## config.mk

```make
export PLATFORM = sky130hd
export DESIGN_NAME = seg7_scan_driver
export DESIGN_NICKNAME = d
export VERILOG_FILES = /design/src/rtl/seg7_pkg.sv /design/src/rtl/seg7_decode.sv /design/src/rtl/seg7_scan_driver.sv
export SDC_FILE = /design/constraint.sdc
export NUM_CORES = 1
export LEC_CHECK = 0
export BUFFER_PORTS_ARGS = -buffer_cell sky130_fd_sc_hd__buf_2
export CAP_MARGIN = 10
export CORE_MARGIN = 10
export CORE_UTILIZATION = 46
export CTS_CLUSTER_DIAMETER = 100
export DETAILED_ROUTE_END_ITERATION = 10
export PLACE_DENSITY = 0.61
export SYNTH_ARGS = -nofsm -noshare
export SYNTH_HDL_FRONTEND = slang
export SYNTH_SLANG_ARGS = --single-unit
```

## constraint.sdc

```tcl
create_clock -name iCLK -period 3.22 [get_ports iCLK]
set_clock_uncertainty 0.1 [all_clocks]
set_input_delay 0.644 -clock iCLK [delete_from_list [all_inputs] [get_ports iCLK]]
set_output_delay 0.644 -clock iCLK [all_outputs]
set_load 0.005 [all_outputs]
```

## src/rtl/seg7_pkg.sv

```systemverilog
// seg7_pkg: shared constants for the seven-segment scan driver.
// Glyphs are active-low, bit 0 = segment a ... bit 6 = segment g.
package seg7_pkg;

  localparam logic [6:0] SEG_OFF = 7'h7F;

  localparam logic [6:0] GLYPH_TBL [16] = '{
    7'h40, 7'h79, 7'h24, 7'h30,   // 0 1 2 3
    7'h19, 7'h12, 7'h02, 7'h78,   // 4 5 6 7
    7'h00, 7'h10, 7'h08, 7'h03,   // 8 9 A b
    7'h46, 7'h21, 7'h06, 7'h0E    // C d E F
  };

  function automatic logic [6:0] seg7_glyph(input logic [3:0] nibble);
    return GLYPH_TBL[nibble];
  endfunction

endpackage

```

## src/rtl/seg7_decode.sv

```systemverilog
// seg7_decode: combinational nibble to active-low glyph, forced dark by blank.
module seg7_decode
  import seg7_pkg::*;
(
  input  logic [3:0] nibble,
  input  logic       blank,
  output logic [6:0] seg
);

  // blank wins over the glyph lookup
  assign seg = blank ? SEG_OFF : seg7_glyph(nibble);

endmodule

```

## src/rtl/seg7_scan_driver.sv

```systemverilog
// seg7_scan_driver: multiplexed common-anode display scanner with
// frame-synchronous word updates, ghost blanking and a global on/off.
// Optional build macro SEG7_LZ_BLANK_EN enables leading-zero suppression.
module seg7_scan_driver
  import seg7_pkg::*;
#(
  parameter int NUM_DIGITS = 4,
  parameter int SCAN_DIV   = 50000,
  parameter int BLANK_CYC  = 4
) (
  input  logic                    iCLK,
  input  logic                    iRST,
  input  logic [4*NUM_DIGITS-1:0] iDATA,
  input  logic [NUM_DIGITS-1:0]   iDP,
  input  logic                    iLOAD,
  input  logic                    iON_OFF,
  output logic [6:0]              oSEG,
  output logic                    oDP,
  output logic [NUM_DIGITS-1:0]   oAN,
  output logic                    oFRAME,
  output logic                    oPEND
);

  localparam int PW = (SCAN_DIV > 2) ? $clog2(SCAN_DIV) : 1;
  localparam int IW = (NUM_DIGITS > 1) ? $clog2(NUM_DIGITS) : 1;
  localparam logic [PW-1:0] PRE_TC    = PW'(SCAN_DIV - 1);
  localparam logic [PW-1:0] PRE_BLANK = PW'(BLANK_CYC);
  localparam logic [IW-1:0] IDX_LAST  = IW'(NUM_DIGITS - 1);

  logic [PW-1:0]           pre;
  logic [IW-1:0]           idx;
  logic [4*NUM_DIGITS-1:0] disp_data, pend_data;
  logic [NUM_DIGITS-1:0]   disp_dp, pend_dp;
  logic                    pend;
  logic                    pre_tc, boundary, dark, lz_blank;
  logic [3:0]              cur_nib;
  logic                    cur_dp;
  logic [6:0]              seg_nxt;
  logic [NUM_DIGITS-1:0]   an_nxt;

  assign pre_tc   = (pre == PRE_TC);
  assign boundary = pre_tc && (idx == IDX_LAST);
  // ghost blanking at the start of each slot, or global off
  assign dark     = (pre < PRE_BLANK) || !iON_OFF;
  assign oPEND    = pend;

  // slot prescaler and digit index
  always_ff @(posedge iCLK) begin
    if (iRST) begin
      pre <= '0;
      idx <= '0;
    end else if (pre_tc) begin
      pre <= '0;
      idx <= (idx == IDX_LAST) ? '0 : idx + IW'(1);
    end else begin
      pre <= pre + PW'(1);
    end
  end

  // pending/displayed word; a load in the boundary cycle bypasses pending
  always_ff @(posedge iCLK) begin
    if (iRST) begin
      pend_data <= '0;
      pend_dp   <= '0;
      disp_data <= '0;
      disp_dp   <= '0;
      pend      <= 1'b0;
    end else begin
      if (iLOAD) begin
        pend_data <= iDATA;
        pend_dp   <= iDP;
      end
      if (boundary) begin
        pend <= 1'b0;
        if (iLOAD) begin
          disp_data <= iDATA;
          disp_dp   <= iDP;
        end else if (pend) begin
          disp_data <= pend_data;
          disp_dp   <= pend_dp;
        end
      end else if (iLOAD) begin
        pend <= 1'b1;
      end
    end
  end

  // select the nibble and decimal point of the active digit
  always_comb begin
    cur_nib = 4'h0;
    cur_dp  = 1'b0;
    for (int k = 0; k < NUM_DIGITS; k++) begin
      if (idx == IW'(k)) begin
        cur_nib = disp_data[4*k +: 4];
        cur_dp  = disp_dp[k];
      end
    end
  end

`ifdef SEG7_LZ_BLANK_EN
  logic [NUM_DIGITS-1:0] lz_mask;
  logic                  lz_run;

  // digit k>0 is a leading zero when it and all higher nibbles are zero
  always_comb begin
    lz_mask = '0;
    lz_run  = 1'b1;
    for (int k = NUM_DIGITS - 1; k >= 1; k--) begin
      lz_run     = lz_run && (disp_data[4*k +: 4] == 4'h0);
      lz_mask[k] = lz_run;
    end
  end

  // leading-zero flag of the active digit
  always_comb begin
    lz_blank = 1'b0;
    for (int k = 0; k < NUM_DIGITS; k++) begin
      if (idx == IW'(k)) lz_blank = lz_mask[k];
    end
  end
`else
  assign lz_blank = 1'b0;
`endif

  seg7_decode u_decode (
    .nibble (cur_nib),
    .blank  (dark || lz_blank),
    .seg    (seg_nxt)
  );

  // one active-low anode for the current slot unless dark
  always_comb begin
    an_nxt = '1;
    if (!dark) begin
      for (int k = 0; k < NUM_DIGITS; k++) begin
        if (idx == IW'(k)) an_nxt[k] = 1'b0;
      end
    end
  end

  // registered pin drivers
  always_ff @(posedge iCLK) begin
    if (iRST) begin
      oSEG   <= SEG_OFF;
      oDP    <= 1'b1;
      oAN    <= '1;
      oFRAME <= 1'b0;
    end else begin
      oSEG   <= seg_nxt;
      oDP    <= dark || !cur_dp;
      oAN    <= an_nxt;
      oFRAME <= boundary;
    end
  end

endmodule

```

* Word-level counts from Yosys, hierarchy flattened
Memories as Yosys holds them, arrays and structs flattened. A register that Yosys moved wholly into a read port is not among the register bits. Cells that the tools add are included.
Operators by class: bitwise gates (word level) 1, magnitude comparators 1, multipliers 0, divide/modulo/power cells 0, mux-type cells 17, equality and inequality tests 4, add/subtract/negate cells 2, reduce and logical (&&, ||, !) cells 11, shifts and indexed selects 0
Operators with widths (number):
- two-way mux 16 bit | 2
- two-way mux 4 bit | 6
- adder 16 x 1 -> 16 bit, second input constant | 1
- equality test 16 bit, second input constant | 1
- less-than comparator 16 x 3 -> 1 bit, second input constant | 1
- two-way mux 1 bit | 8
- OR reduction 2 bit | 3
- inverter 4 -> 5 bit | 1
- equality test 2 bit, second input constant | 2
- adder 2 x 1 -> 2 bit, second input constant | 1
- equality test 2 x 1 -> 1 bit, second input constant | 1
- zero test 1 bit | 2
- zero test 2 bit | 1
- logical OR 1 bit | 2
- two-way mux 2 bit | 1
- AND reduction 2 bit | 1
- nonzero test 2 bit | 1
- logical AND 1 bit | 1
Word-level totals: input bits 24, output and inout bits 14, word-level logic and storage cells 47, bits in latches 0, RAM bits 0, memories kept 1, bits in registers 65, bits in read-only memories 112
Memory list:
- (name not given) | depth 16, bits a word 7, rd ports 1, clocked after memory_dff 1, wr ports 0, line seg7_pkg.sv:15 | return GLYPH_TBL[nibble];

* Depth between registers and ports, before layout
Gate-level depths: netlist (run 1).
depth after elaboration 7, mapped depth 12, gate-level depth less buffers 11

* Hierarchy
A second synthesis (run 1) with hierarchy kept.
Unflattened totals: cell total of the unflattened synthesis 335, area, all modules 3301.9 µm²
By module, submodules not included:
- seg7_scan_driver | area each 3027.9 µm², sequential area each 1441.4 µm², times used 1, cells each 296
- seg7_decode | area each 274.0 µm², sequential area each 0.0 µm², times used 1, cells each 39

* Least setup slack after synthesis (run 1)
Ideal clock, no wire load.
path type register to register, from register idx[1], to register oSEG[3], period minus slack after synthesis 2.542 ns, data required time 2.983 ns, stages on the path, launching flop included 12, setup time 0.137 ns, setup slack 0.678 ns, buffers on the path 1, arrival 2.306 ns, path through dfxtp_1 -> inv_1 -> ha_1 -> clkbuf_1 -> nor2b_1 -> a22oi_1 -> a221oi_1 -> inv_1 -> ha_1 -> nor2_1 -> a211oi_1 -> o21ai_0
Between the ends: word-level cells in the longest chain between the ends 6, elaborated cells on any way between the ends 9, classes of those cells 3 x eq/ne; 4 x mux; 1 x bitwise; 1 x reduce/logical
RTL lines:
- from (decl) | line seg7_scan_driver.sv:31 | logic [IW-1:0] idx;
- from (signal assigned) | line seg7_scan_driver.sv:54 | idx <= (idx == IDX_LAST) ? '0 : idx + IW'(1);
- zero test 2 bit | line seg7_scan_driver.sv:93 | if (idx == IW'(k)) begin
- two-way mux 4 bit (3 in a row) | line seg7_scan_driver.sv:93
- two-way mux 4 bit (*) | line seg7_scan_driver.sv:93
- inverter 4 -> 5 bit (implied by the code) (*) | line seg7_pkg.sv:15
- to (decl) | line seg7_scan_driver.sv:17 | output logic [6:0] oSEG,
Every way passes the cells marked *; elsewhere a longest branch is shown, timed or not. A chain may end at the register's enable or synchronous reset.

* Worst setup path after layout (run 1)
from register idx[0], to register oSEG[3]
The elaborated chain is that of the path after synthesis.

==> impl.org, run 1 <==
** Yosys
- Flop and latch count out of synthesis :: 72
- Post-synthesis cell count :: approximately 320
- Average cell area after synthesis :: 10.14 um2
- For this run, the register share of the synthesized area comes to around 45%.
- Count of different cell masters after synthesis :: 40
- Area of the mapped netlist :: 3223 um2
- Synthesis produced a netlist with a net count of around 350.
- Portion of synthesized cell area occupied by the leading cell type :: between 40 and 50%
- Yosys attributes the largest share of cell area to sky130_fd_sc_hd__dfxtp_1 (45%), sky130_fd_sc_hd__mux2_4 (9.3%), sky130_fd_sc_hd__mux2i_1 (6.5%), sky130_fd_sc_hd__nor2_1 (5.7%), sky130_fd_sc_hd__ha_1 (4.3%).
- Number of warnings issued by yosys :: 0
- Post-synthesis cell type with the largest combined area :: sky130_fd_sc_hd__dfxtp_1
- For this run, asynchronously set or reset flops after synthesis account for 0%.
- The synthesized design contains 0 enable-type register cells.
- For this run, the leading register cell type out of synthesis is sky130_fd_sc_hd__dfxtp_1.

** Floorplan
- Die span in x :: 103.7 um
- Number of rows in the core area :: 30
- Top-level I/O count :: 38
- The core region is ~6800 um2.
- The floorplan step defined a die boundary enclosing about 11000 um2.
- Measured along the y axis, the die boundary spans between 100 and 150 um.
- Initial standard-cell utilization of the core :: 47.44%

** Routing
- For this run, the detailed router's first-pass iteration total came to 4.
- For this block, the routed nets add up to around 6000 um of wire.
- In this run the remaining antenna-violating nets after routing total 0.
- The detailed router put a total of 2964 um of wire on met1.
- Drt wl/cell :: 13.04 um
- In the detailed route, the total length drawn on met2 is between 2000 and 3000 um.
- The detailed router finished its first iteration with 76 violations.
- In the routed layout, each cell is associated on average with a via count of about 4.8.
- Routed length on met3 :: between 200 and 300 um
- The final route contains 2200 vias.
- Signal routing reaches up to met4.
- After detailed routing, the number of remaining DRC violations is 0.

** GRT
- Total congestion overflow after global routing :: 0
- The first global-routing pass estimated 10230 um of wire.
- Number of antenna violations at the first check in global routing :: 0
- Vias in the first global route :: 2215
- Largest net degree at the start of global routing :: 48
- All-Layer GR Usage :: between 10% and 20%

** Finish
- The final layout contains 391 nets.
- Number of fill cells in the layout :: 612
- Sequential Area :: 1441 um2
- Fraction of layout cells with a size suffix above 1 :: 25.48%
- Utilization after layout :: approximately 54%
- P&R area growth vs syn :: 13.74%
- In the final layout, the multi-input gates occupy 1633 um2.
- The number of antenna diodes in the final layout is 0.

** Setup path
- In this run the register-to-register setup slack is between 0.7 and 0.8 ns.
- Reg2reg path depth :: 9
- Along the worst path, the maximum fanout reaches 16.
- Kind of end point of the critical path :: flop
- Required time of the critical path :: 3.34 ns
- Worst setup path category :: reg2reg
- The endpoint identified for the worst register-to-register timing path is oSEG[3].
- The worst setup path is launched from a flop.
- Worst reg2reg startpoint :: idx[0]
- Arrival @ worst endpoint :: between 2 and 3 ns

** Clocking
- The number of hold buffers added after CTS was 0.
- Root buffer selected by CTS :: sky130_fd_sc_hd__clkbuf_8
- CTS H-tree depth :: 3
- The clock passes through at most 2 buffers.
- After clock tree synthesis, the repair step resized 0 gates.
- Setup fix buffers added after clock tree synthesis :: 0
- Counting every sink on the clock net gives 72.
- Number of clock buffers inserted by TritonCTS :: 9
- TritonCTS built the clock tree.
- CTS clock-pin slew for the worst setup and hold paths :: ~0.070 ns
- Clk Latency, worst-skew pair :: 0.34 ns

** Placed design
- Routability-driven placement finished with a final weighted congestion of about 0.85.
- Port buffer count :: 37
- The HPWL after detailed placement is 4260 um.

** Hold path
- The path with the worst hold slack has its endpoint at pre[0].
- Worst hold start :: pre[0]
- The path class of the tightest hold or removal check is reg2reg.
- Along the worst hold path, the cell count comes to 1.

** Pwr
- Power per Cell Area :: between 400 and 500 nW/um2
- Leakage power :: 1.591 nW
- Peak supply drop :: 0.2490 mV
- Power comes to about 1.7 mW.

** STA
- The hold violation total from the final report was 0.
- The number of pins exceeding their max-slew limit in the final report was 0.
- Setup repair after global routing left no endpoint under its margin.
- For the pin with the worst max-slew slack, the measured transition is 0.7576 ns.
- Ratio of final minimum period to clock period :: 76.47%
- Min Clock Period, post-route :: 2.462 ns
- Final Setup Violations :: 0
- In the final timing run, aggregate negative setup slack is 0 ns.
- Based on the critical path, the design can be clocked at up to around 0.41 GHz.
- Fin Hold WS :: about 0.37 ns
- Headroom to the max-slew limit came out at 49.49%.

** Run status
- The flow ran to the end, and the final reports show no timing, DRC or antenna violations.

** Job
- The tool flagged a number of max-cap violations equal to 0.
-- worst max-delay path by stage --
| stage | start | endpoint | slack (ns) |
|---|---|---|---|
| final | idx[0] | oSEG[3] | 0.76 |
| after global routing | idx[0] | oSEG[3] | 0.42 |
| after CTS | idx[0] | oSEG[3] | 0.74 |
| after detailed placement | idx[0] | oSEG[3] | 0.78 |
| after global placement | idx[0] | oSEG[3] | 0.81 |
| after floorplan | idx[1] | oSEG[3] | 0.68 |
-- cells in the mapped netlist, drive strengths merged, types with 4 or more instances --
| cell | instances |
|---|---|
| dfxtp | 72 |
| nor2 | 49 |
| mux2i | 21 |
| mux2 | 20 |
| nand2 | 20 |
| and2b | 17 |
| ha | 11 |
| inv | 11 |
| buf | 9 |
| nand3 | 9 |
| a21oi | 8 |
| xnor2 | 8 |
| clkbuf | 7 |
| xor2 | 6 |
| nor3b | 5 |
| o21ai | 5 |
| nand4 | 4 |
| nor2b | 4 |
| nor3 | 4 |
| o221ai | 4 |
-- registers in the layout, indices dropped and copies added (netlist names) --
name / flops
disp_data: 16
disp_dp: 4
idx: 2
oAN: 4
oDP: 1
oFRAME: 1
oPEND: 1
oSEG: 7
pend_data: 16
pend_dp: 4
pre: 16
-- per-stage QoR --
step                      setup WS, ns  instances  instance area [um2]
after floorplan                 0.6776        318                 3223
after global placement          0.8121        441                 3466
after detailed placement        0.7789        441                 3466
after CTS                       0.7378        457                 3666
after global routing            0.4224        457                 3666
final                           0.7575        457                 3666
-- layout make-up --
class                      count  share of cell area, %
clock buffer                  14                  4.437
clock inverter                 2                  1.024
inverter                      11                  1.126
multi-input combinational    219                  44.54
sequential                    72                  39.32
tap                           96                  3.276
timing repair buffer          43                  6.280
-- metal layers --
| layer | vias up | track usage [%] |
|---|---|---|
| li1 | 1153 | - |
| met1 | 998 | 13.94 |
| met2 | 42 | 17.52 |
| met3 | 7 | 3.841 |
| met4 | 0 | 4.771 |
| met5 | - | 0 |
-- kinds of logic after synthesis --
kind of cell | count (synthesis) | synth area share (%)
and+or+nand+nor | 126 | 20.96
DFF | 72 | 44.72
muxes | 41 | 15.84
AOI/OAI and AO/OA | 27 | 5.784
buffers and inverters | 27 | 4.619
xor gates and xnor gates | 14 | 3.804
adders and majority gates | 11 | 4.270
-- cell usage in the layout, fill, tap and decap left out, drive strengths merged, types with 2 or more instances in the layout --
master / synthesis / routed
o21ai: 5 / 5
a211oi: 2 / 2
dfxtp: 72 / 72
nand2: 20 / 20
xnor2: 8 / 8
nor2b: 4 / 4
o221ai: 4 / 4
and2b: 17 / 17
ha: 11 / 11
mux2i: 21 / 21
a21oi: 8 / 8
buf: 9 / 43
clkbuf: 7 / 14
nand4: 4 / 4
nor3b: 5 / 5
xor2: 6 / 6
nand3b: 3 / 3
a311oi: 3 / 3
nor4: 2 / 2
mux2: 20 / 20
inv: 11 / 11
nand2b: 3 / 3
nand3: 9 / 9
nor3: 4 / 4
nor2: 49 / 49
and3: 3 / 3
-- where the power goes --
group / switching (mW) / internal [mW] / leakage [nW]
Clock: 0.316 / 0.402 / 0.0969
Combinational: 0.0391 / 0.0351 / 0.909
Sequential: 0.00696 / 0.911 / 0.585
Total: 0.362 / 1.35 / 1.59
-- critical path, cell delays in order, from the launching register on --
cell	delay (ns)
sky130_fd_sc_hd__dfxtp_1	0.39
sky130_fd_sc_hd__ha_1	0.50
sky130_fd_sc_hd__nor2_1	0.16
sky130_fd_sc_hd__a221oi_1	0.28
sky130_fd_sc_hd__buf_4	0.19
sky130_fd_sc_hd__inv_1	0.08
sky130_fd_sc_hd__ha_1	0.30
sky130_fd_sc_hd__nor2_1	0.05
sky130_fd_sc_hd__a211oi_1	0.20
sky130_fd_sc_hd__o21ai_0	0.09
Note: power is estimated with default switching activity, not from simulation.
==> run 2: changes to the inputs <==
- PLACE_DENSITY: 0.61 -> 0.64
- clock period: 3.22 -> 2.2 ns (I/O delays scaled with it)
==> impl.org, run 2 (synthesis results as in run 1) <==
** Placed design
- Final weighted congestion in routability-driven placement :: 0.8278 (-2.0%)
- The half-perimeter wire length after detailed placement is 4528 um (+6.3%).
- The quantity of I/O buffers inserted on ports came to 37 (unchanged).
- The total cell area at the placement stage was 3566 um2 (+2.9%).
- Placed Instances :: 452 (+2.5%)

** Finish
- Area of the multi-input gates :: 1682 um2 (+3.0%)
- The final-layout fill cell count came to 607 (-0.82%).
- The count of nets after finishing is 403 (+3.1%).
- Most common library cell in the layout ignoring fill and taps :: sky130_fd_sc_hd__dfxtp_1
- Final non-filler cell total :: 469 (+2.6%)
- N_diodes :: 0 (unchanged)
- The area growth from synthesis to layout is 18.17%.
- Most used cells in the layout excluding fill and tap cells :: sky130_fd_sc_hd__dfxtp_1 (70), sky130_fd_sc_hd__nor2_1 (48), sky130_fd_sc_hd__buf_2 (37)
- Registers with the highest flip-flop counts :: disp_data (16), pend_data (16), pre (16)
- The final design instance area without fill is 3809 um2 (+3.9%).
- Fraction of layout cells with a size suffix above 1 :: 32.17% (+6.7 points)
- The area taken by flip-flops and latches came to 1446 um2 (+0.35%).

** Routing
- Final Routed Wirelength :: 6209 um (+4.2%)
- Post-detailed-route via-to-cell ratio :: 4.836 (+0.45%)
- The number of DRC violations after detailed-routing iteration 0 was 96 (+26%).
- Drt drc :: 0 (unchanged)
- The detailed-router iteration count before antenna repair was 4 (unchanged).
- Drt wl/cell :: 13.24 um (+1.6%)
- The post-detailed-route count of antenna-violating nets is 0 (unchanged).
- The total via count after detailed routing is 2268 (+3.1%).

** Setup path
- Family with the most delay on the worst path :: compound AO/OA/AOI/OAI gates
- The arrival time reported for the critical path endpoint came to 2.16 ns (-0.42 ns).
- The logic depth of the worst path, buffers included was 10 (+1).
- Worst reg2reg startpoint :: idx[0]
- The critical path is of the reg2reg type.
- Among the stages of the critical path, the cell type that occurs most often is sky130_fd_sc_hd__inv_2.
- The critical path required time was 2.32 ns (-1.02 ns).
- The top fanout value on the critical path is 5 (-11).
- The signal on the critical path passes through inv_2 > ha_2 > nor2b_4 > a22oi_1 > a221oi_2 > inv_2 > ha_1 > nor2_1 > a211o_1 > nand3_1.
- STA classifies the critical path startpoint as a flop.
- Reg2reg path depth :: 10 (+1)
- Number of buffer and inverter stages on the critical path :: 2 (unchanged)
- On the critical path, the stage with the largest delay is an instance of sky130_fd_sc_hd__dfxtp_4.
- Crit path launch :: idx[0]
- Slowest stage delay, CP :: 0.37 ns (-0.13 ns)
- STA classifies the critical path endpoint as a flop.

** Floorplan
- The area of the die was 10750 um2 (unchanged).
- The area of the core is 6794 um2 (unchanged).
- Top-level I/O count :: 38 (unchanged)
- Number of rows in the core area :: 30 (unchanged)
- Vertical die dimension :: 103.7 um (unchanged)
- The die width is 103.7 um (unchanged).
- The starting density of the core was 47.44% (unchanged).

** Clocking
- The clock net sink count was 72 (unchanged).
- The clock transition time at the flip-flop clock pins of the worst setup and hold paths came to 0.07 ns (about the same).
- CTS H-tree depth :: 3 (unchanged)
- TritonCTS built the clock tree.
- Number of clock buffers inserted by TritonCTS :: 9 (unchanged)
- Hold bufs inserted after CTS :: 0 (unchanged)
- Bufs on Longest Clock Path :: 2 (unchanged)
- The cell sitting at the root of the clock tree is a sky130_fd_sc_hd__clkbuf_8.
- The clock insertion delay at the later pin of the skew report came to 0.34 ns (about the same).

** STA
- Final Setup Violations :: 0 (unchanged)
- The time the worst path needs with I/O delays and setup was 2.040 ns (-0.4227 ns).
- The worst-margin pin slew is 0.5621 ns (-0.1956 ns).
- Ratio of final minimum period to clock period :: 92.72% (+16 points)
- The hold violation total from the final report is 0 (unchanged).
- Fmax :: 0.4902 GHz (+21%)
- Setup TNS :: 0 ns (unchanged)
- Number of pins exceeding their max-slew limit in the final report :: 0 (unchanged)
- The tightest slew margin relative to the limit came to 62.53% (+13 points).

** Hold path
- Min-delay worst type :: in2reg
- The depth of the worst hold-timing path is 3 (+2).
- Worst hold start :: iDP[3]

** Pwr
- The clock share of power is 41.8% (-0.2 points).
- The worst ir drop on vdd came to 0.3477 mV (+40%).
- Internal Dissipation :: 1.971 mW (+46%)
- The part of the total power dissipated in sequential elements is 53.6% (about the same).
- The total power density per cell area came to 657.2 nW/um2 (+41%).
- Sw frac :: 21.27% (+0.10 points)
- Leakage power :: 1.666 nW (+4.7%)
- Combinational Power Share :: 4.6% (+0.3 points)
- The switching power came to 0.5325 mW (+47%).

** Job
- Max cap viols :: 0 (unchanged)

** GRT
- Number of antenna violations at the first check in global routing :: 0 (unchanged)
- The number of global-route vias before repair was 2313 (+4.4%).
- Wire length of the first global-routing pass :: 10650 um (+4.2%)
- The overall fraction of global-route tracks in use came to 11.77% (+0.46 points).
- The pin count of the biggest net entering global routing was 38 (-21%).
- Total congestion overflow after global routing :: 0 (unchanged)

** Run status
- The run finished with clean final reports.
## run 2: changes by cell type in the layout (fill, tap and decap cells not counted), moves of 3 or more
cell                    delta
sky130_fd_sc_hd__buf_4    +12
sky130_fd_sc_hd__ha_1      -5
sky130_fd_sc_hd__ha_2      +4
sky130_fd_sc_hd__inv_1     -3
sky130_fd_sc_hd__inv_2     +3
## run 2: per-layer routing
metal / wire length [um] / vias up / GRT usage [%]
met1: 2998 / 1037 / 14.79
met4: 96 / 0 / 6.262
li1: - / 1181 / -
met5: 0 / - / 0
met2: 2803 / 41 / 17.66
met3: 310 / 9 / 3.532
## run 2: worst reg2reg max path, stage by stage, from the launching register on
cell and delay (ns):
sky130_fd_sc_hd__dfxtp_4 0.37, sky130_fd_sc_hd__inv_2 0.06, sky130_fd_sc_hd__ha_2 0.17, sky130_fd_sc_hd__nor2b_4 0.13, sky130_fd_sc_hd__a22oi_1 0.09, sky130_fd_sc_hd__a221oi_2 0.31
sky130_fd_sc_hd__inv_2 0.10, sky130_fd_sc_hd__ha_1 0.32, sky130_fd_sc_hd__nor2_1 0.11, sky130_fd_sc_hd__a211o_1 0.10, sky130_fd_sc_hd__nand3_1 0.06
## run 2: per-stage QoR
step	setup slack, ns	power [mW]	hold WS [ns]	utilization, %
detailed placement	0.07976	1.491	0.3542	52.49
global route	-0.01517	2.613	0.3020	56.06
finish	0.1602	2.503	0.2850	56.06
CTS	0.05289	2.544	0.2651	55.41
floorplan	0.0005027	1.448	0.3295	-
global placement	0.1335	1.488	0.3438	52.49
## run 2: what timing repair did
action,4_1_cts,5_1_grt
buffers inserted,0,1
setup endpoints to repair,0,7
resized for setup,0,14
## run 2: layout make-up
class	instances	area share, %
inverter	11	1.084
timing repair buffer	55	8.410
clock buffer	13	4.172
multi-input combinational	219	44.15
sequential	72	37.98
tap	96	3.154
clock inverter	3	1.051
## run 2: worst paths after layout
| check | slack (ns) | to |
|---|---|---|
| worst min register to register | 0.37 | pre[0] |
| worst min-delay path | 0.29 | pend_dp[3] |
| worst max register to register | 0.16 | oSEG[1] |
| worst max-delay path | 0.16 | oSEG[1] |
## run 2: power groups by stage
stage	Sequential (mW)	Clock [mW]	Combinational, mW
after floorplan	1.37	0	0.0759
after global placement	1.37	0	0.115
after detailed placement	1.37	0	0.117
after CTS	1.34	1.08	0.118
after global routing	1.35	1.14	0.130
final	1.34	1.05	0.115
==> run 3: changes to the inputs <==
- ABC_AREA: unset -> 1
==> impl.org, run 3 <==
** Run status
- Outcome :: complete, no violations

** STA
- Final Setup Violations :: 0 (unchanged)
- The number of pins exceeding their max-slew limit in the final report was 0 (unchanged).
- Final count of hold timing violations :: 0 (unchanged)
- The tightest slew margin relative to the limit was 64.80% (+2.3 points).
- Slew of the pin with the lowest slew margin :: 0.5280 ns (-0.03403 ns)
- Ratio of final minimum period to clock period :: 89.61% (-3.1 points)
- The maximum clock frequency came to 0.5072 GHz (+3.5%).
- Min Clock Period, post-route :: 1.971 ns (-0.06838 ns)

** Setup path
- Required time of the critical path :: 2.34 ns (+0.02 ns)
- The critical path is of the reg2reg type.
- The startpoint identified for the worst register-to-register timing path is idx[1].
- Reg2reg path depth :: 12 (+2)
- Startpoint type of the worst setup path :: flop
- Terminus of the critical flop-to-flop path :: oSEG[1]
- Kind of end point of the critical path :: flop
- The arrival time reported for the critical path endpoint was 2.11 ns (-0.05 ns).
- The register-to-register setup slack was 0.23 ns (+0.07 ns).
- The top fanout value on the critical path came to 6 (+1).

** Routing
- The post-detailed-route count of antenna-violating nets is 0 (unchanged).
- Final Routed Wirelength :: 7294 um (+17%)
- The number of DRC violations after detailed-routing iteration 0 came to 170 (+77%).
- Drt wl/cell :: 11.73 um (-11%)
- Routed vias :: 2904 (+28%)
- The detailed-router iteration count before antenna repair is 4 (unchanged).
- The average via count per standard cell came to 4.669 (-3.5%).
- Drt drc :: 0 (unchanged)

** Yosys
- The total of warnings raised by yosys was 0 (unchanged).
- The top cell type's share of synthesized area was 42.09% (-2.6 points).
- Sequential share of the synthesized area :: 42.09% (-2.6 points)
- The async set-or-reset flop fraction in the synthesized netlist is 0% (unchanged).
- Yosys attributes the largest share of cell area to sky130_fd_sc_hd__dfxtp_1 (42%), sky130_fd_sc_hd__nand2_1 (12%), sky130_fd_sc_hd__nor2_1 (8.5%), sky130_fd_sc_hd__inv_1 (7.6%), sky130_fd_sc_hd__mux2i_1 (5.8%).
- For this run, the leading register cell type out of synthesis is sky130_fd_sc_hd__dfxtp_1.
- Synthesized Nets :: 511 (+45%)
- The count of flip-flops with a built-in enable after synthesis came to 0 (unchanged).
- The unique cell type count in the Yosys netlist came to 27 (-33%).
- Yosys instantiated no cell more often than sky130_fd_sc_hd__nand2_1.
- Flop and latch count out of synthesis :: 72 (unchanged)
- Summed over all instances, the cell type with the most area after synthesis is sky130_fd_sc_hd__dfxtp_1.
- Most numerous cell types in the synthesized netlist :: sky130_fd_sc_hd__nand2_1 (106), sky130_fd_sc_hd__nor2_1 (78), sky130_fd_sc_hd__dfxtp_1 (72)
- Post-synthesis cell count :: 476 (+50%)
- Average cell area after synthesis :: 7.194 um2 (-29%)
- The cell area after technology mapping came to 3425 um2 (+6.2%).

** Hold path
- Worst hold start :: iDP[3]
- Worst hold path stage count :: 3 (unchanged)
- Min-delay worst type :: in2reg
- WHS Endpoint :: pend_dp[3]

** GRT
- The initial antenna violation count was 0 (unchanged).
- The pin count of the biggest net entering global routing is 22 (-42%).
- Wire length of the first global-routing pass :: 12590 um (+18%)
- All-Layer GR Usage :: 13.45% (+1.7 points)
- The number of global-route vias before repair is 2687 (+16%).
- The total overflow reported by the global router is 0 (unchanged).

** Placed design
- Port buffer count :: 37 (unchanged)
- Detailed placement HPWL :: 5552 um (+23%)
- Final weighted congestion in routability-driven placement :: 0.8761 (+5.8%)
- The total instance count after detailed placement is 606 (+34%).

** Pwr
- Peak supply drop :: 0.3960 mV (+14%)
- Leakage power :: 1.758 nW (+5.5%)
- The total power density per cell area was 667.8 nW/um2 (+1.6%).
- Post-layout power :: 2.644 mW (+5.6%)

** Finish
- Most common library cell in the layout ignoring fill and taps :: sky130_fd_sc_hd__nand2_1
- Fraction of layout cells with a size suffix above 1 :: 15.68% (-16 points)
- The non-filler instance count after layout is 622 (+33%).
- N_diodes :: 0 (unchanged)
- The count of nets after finishing is 553 (+37%).
- Relative to the synthesized area, the layout overhead comes to 15.64%.
- In the layout the commonest cells are sky130_fd_sc_hd__nand2_1 (106), sky130_fd_sc_hd__nor2_1 (78), sky130_fd_sc_hd__dfxtp_1 (71).
- Registers with the highest flip-flop counts :: disp_data (16), pend_data (16), pre (16)

** Job
- The number of max-cap violations was 0 (unchanged).

** Clocking
- CTS clock-pin slew for the worst setup and hold paths :: 0.08 ns (about the same)
- Hold bufs inserted after CTS :: 0 (unchanged)
- Root buffer selected by CTS :: sky130_fd_sc_hd__clkbuf_8
- Clk Latency, worst-skew pair :: 0.34 ns (about the same)
- The clock net sink count came to 72 (unchanged).
- TritonCTS clock tree :: yes
- Bufs on Longest Clock Path :: 2 (unchanged)
- CTS H-tree depth :: 3 (unchanged)
- The number of buffers inserted during clock tree synthesis came to 9 (unchanged).

** Floorplan
- Vertical die dimension :: 106.3 um (+2.5%)
- Initial standard-cell utilization of the core :: 47.21% (-0.23 points)
- The number of ports placed on the die boundary was 38 (unchanged).
- The area of the core was 7253 um2 (+6.8%).
- The number of rows in the core area is 31 (+3.3%).
- Die ar. :: 11300 um2 (+5.0%)
- Die span in x :: 106.3 um (+2.5%)
==> run 3: cell types whose count changed after synthesis, moves of 8 or more <==
| cell | previous run | this run |
|---|---|---|
| sky130_fd_sc_hd__inv_1 | 11 | 69 |
| sky130_fd_sc_hd__nand4_1 | 4 | 23 |
| sky130_fd_sc_hd__nor2_1 | 49 | 78 |
| sky130_fd_sc_hd__a21oi_1 | 8 | 21 |
| sky130_fd_sc_hd__nand2_1 | 20 | 106 |
| sky130_fd_sc_hd__xnor2_1 | 8 | 0 |
| sky130_fd_sc_hd__and2b_2 | 13 | 0 |
| sky130_fd_sc_hd__mux2_4 | 20 | 0 |
| sky130_fd_sc_hd__nand3_1 | 9 | 29 |
==> run 3: area by class of cell <==
| type | instances | area [um2] |
|---|---|---|
| repair buffers | 48 | 280.3 |
| fillers | 733 | 3293 |
| inverters | 72 | 270.3 |
| clock inverters | 5 | 78.83 |
| well taps | 99 | 123.9 |
| clock buffers | 11 | 141.4 |
| flip-flops and latches | 72 | 1443 |
| multi-input cells | 315 | 1623 |
==> run 3: logic make-up (layout without fill, tap and decap cells) <==
family	after synthesis	in the layout	share of synthesized area (%)
AND/OR/NAND/NOR	251	251	31.75
multiplexers	20	20	5.846
XOR/XNOR	3	3	0.7674
flip-flops	72	72	42.09
buffers and inverters	89	136	10.78
adder cells (fa/ha/maj)	11	11	4.019
AO/OA/AOI/OAI	30	30	4.750
==> run 3: repair_timing <==
item                                    CTS  global route
endpoints found under the setup margin    0             7
setup buffers                             0             0
gates resized for setup                   0             4
==> run 3: how the worst max path moves through the flow <==
| stage | end | slack, ns | start | cells past startpoint |
|---|---|---|---|---|
| floorplan | oSEG[0] | 0.14 | idx[0] | 12 |
| global placement | oSEG[1] | 0.18 | idx[0] | 11 |
| detailed placement | oSEG[0] | 0.09 | idx[0] | 11 |
| CTS | oSEG[5] | 0.08 | idx[0] | 11 |
| global route | oSEG[5] | -0.007 | idx[1] | 12 |
| finish | oSEG[1] | 0.23 | idx[1] | 12 |
==> run 3: worst max-delay path: stages, from the launching register on <==
cell and delay [ns]:
sky130_fd_sc_hd__dfxtp_1 0.33, sky130_fd_sc_hd__inv_1 0.10, sky130_fd_sc_hd__ha_1 0.27, sky130_fd_sc_hd__nand2_1 0.08, sky130_fd_sc_hd__nand2_1 0.06, sky130_fd_sc_hd__nand3_1 0.06
sky130_fd_sc_hd__a21oi_1 0.17, sky130_fd_sc_hd__inv_1 0.13, sky130_fd_sc_hd__ha_1 0.32, sky130_fd_sc_hd__nand3_1 0.09, sky130_fd_sc_hd__nand2_1 0.05, sky130_fd_sc_hd__inv_1 0.07
sky130_fd_sc_hd__nand2_1 0.04
==> run 3: per-stage QoR <==
| stage | cell area (um2) | setup TNS, ns | hold WS (ns) | setup slack, ns | util, % |
|---|---|---|---|---|---|
| after detailed placement | 3730 | 0 | 0.3386 | 0.09382 | 51.42 |
| after CTS | 3950 | 0 | 0.2532 | 0.07834 | 54.46 |
| final | 3960 | 0 | 0.2628 | 0.2286 | 54.60 |
| after global placement | 3730 | 0 | 0.3287 | 0.1802 | 51.42 |
| after floorplan | 3425 | 0 | 0.3175 | 0.1378 | - |
| after global routing | 3960 | -0.006875 | 0.2822 | -0.006875 | 54.60 |
==> run 3: metal layers <==
layer	vias up	wire [um]	track usage [%]
met1	1256	3788	19.38
met4	0	133	6.673
met5	-	0	0
met3	8	516	3.563
li1	1576	-	-
met2	64	2856	17.80
==> run 3: where the power goes <==
group          internal (mW)  leakage [nW]  total (mW)  switching (mW)
combinational         0.0584          1.06       0.138          0.0797
clock                  0.670         0.114        1.16           0.494
sequential              1.33         0.586        1.34         0.00942
total                   2.06          1.76        2.64           0.584
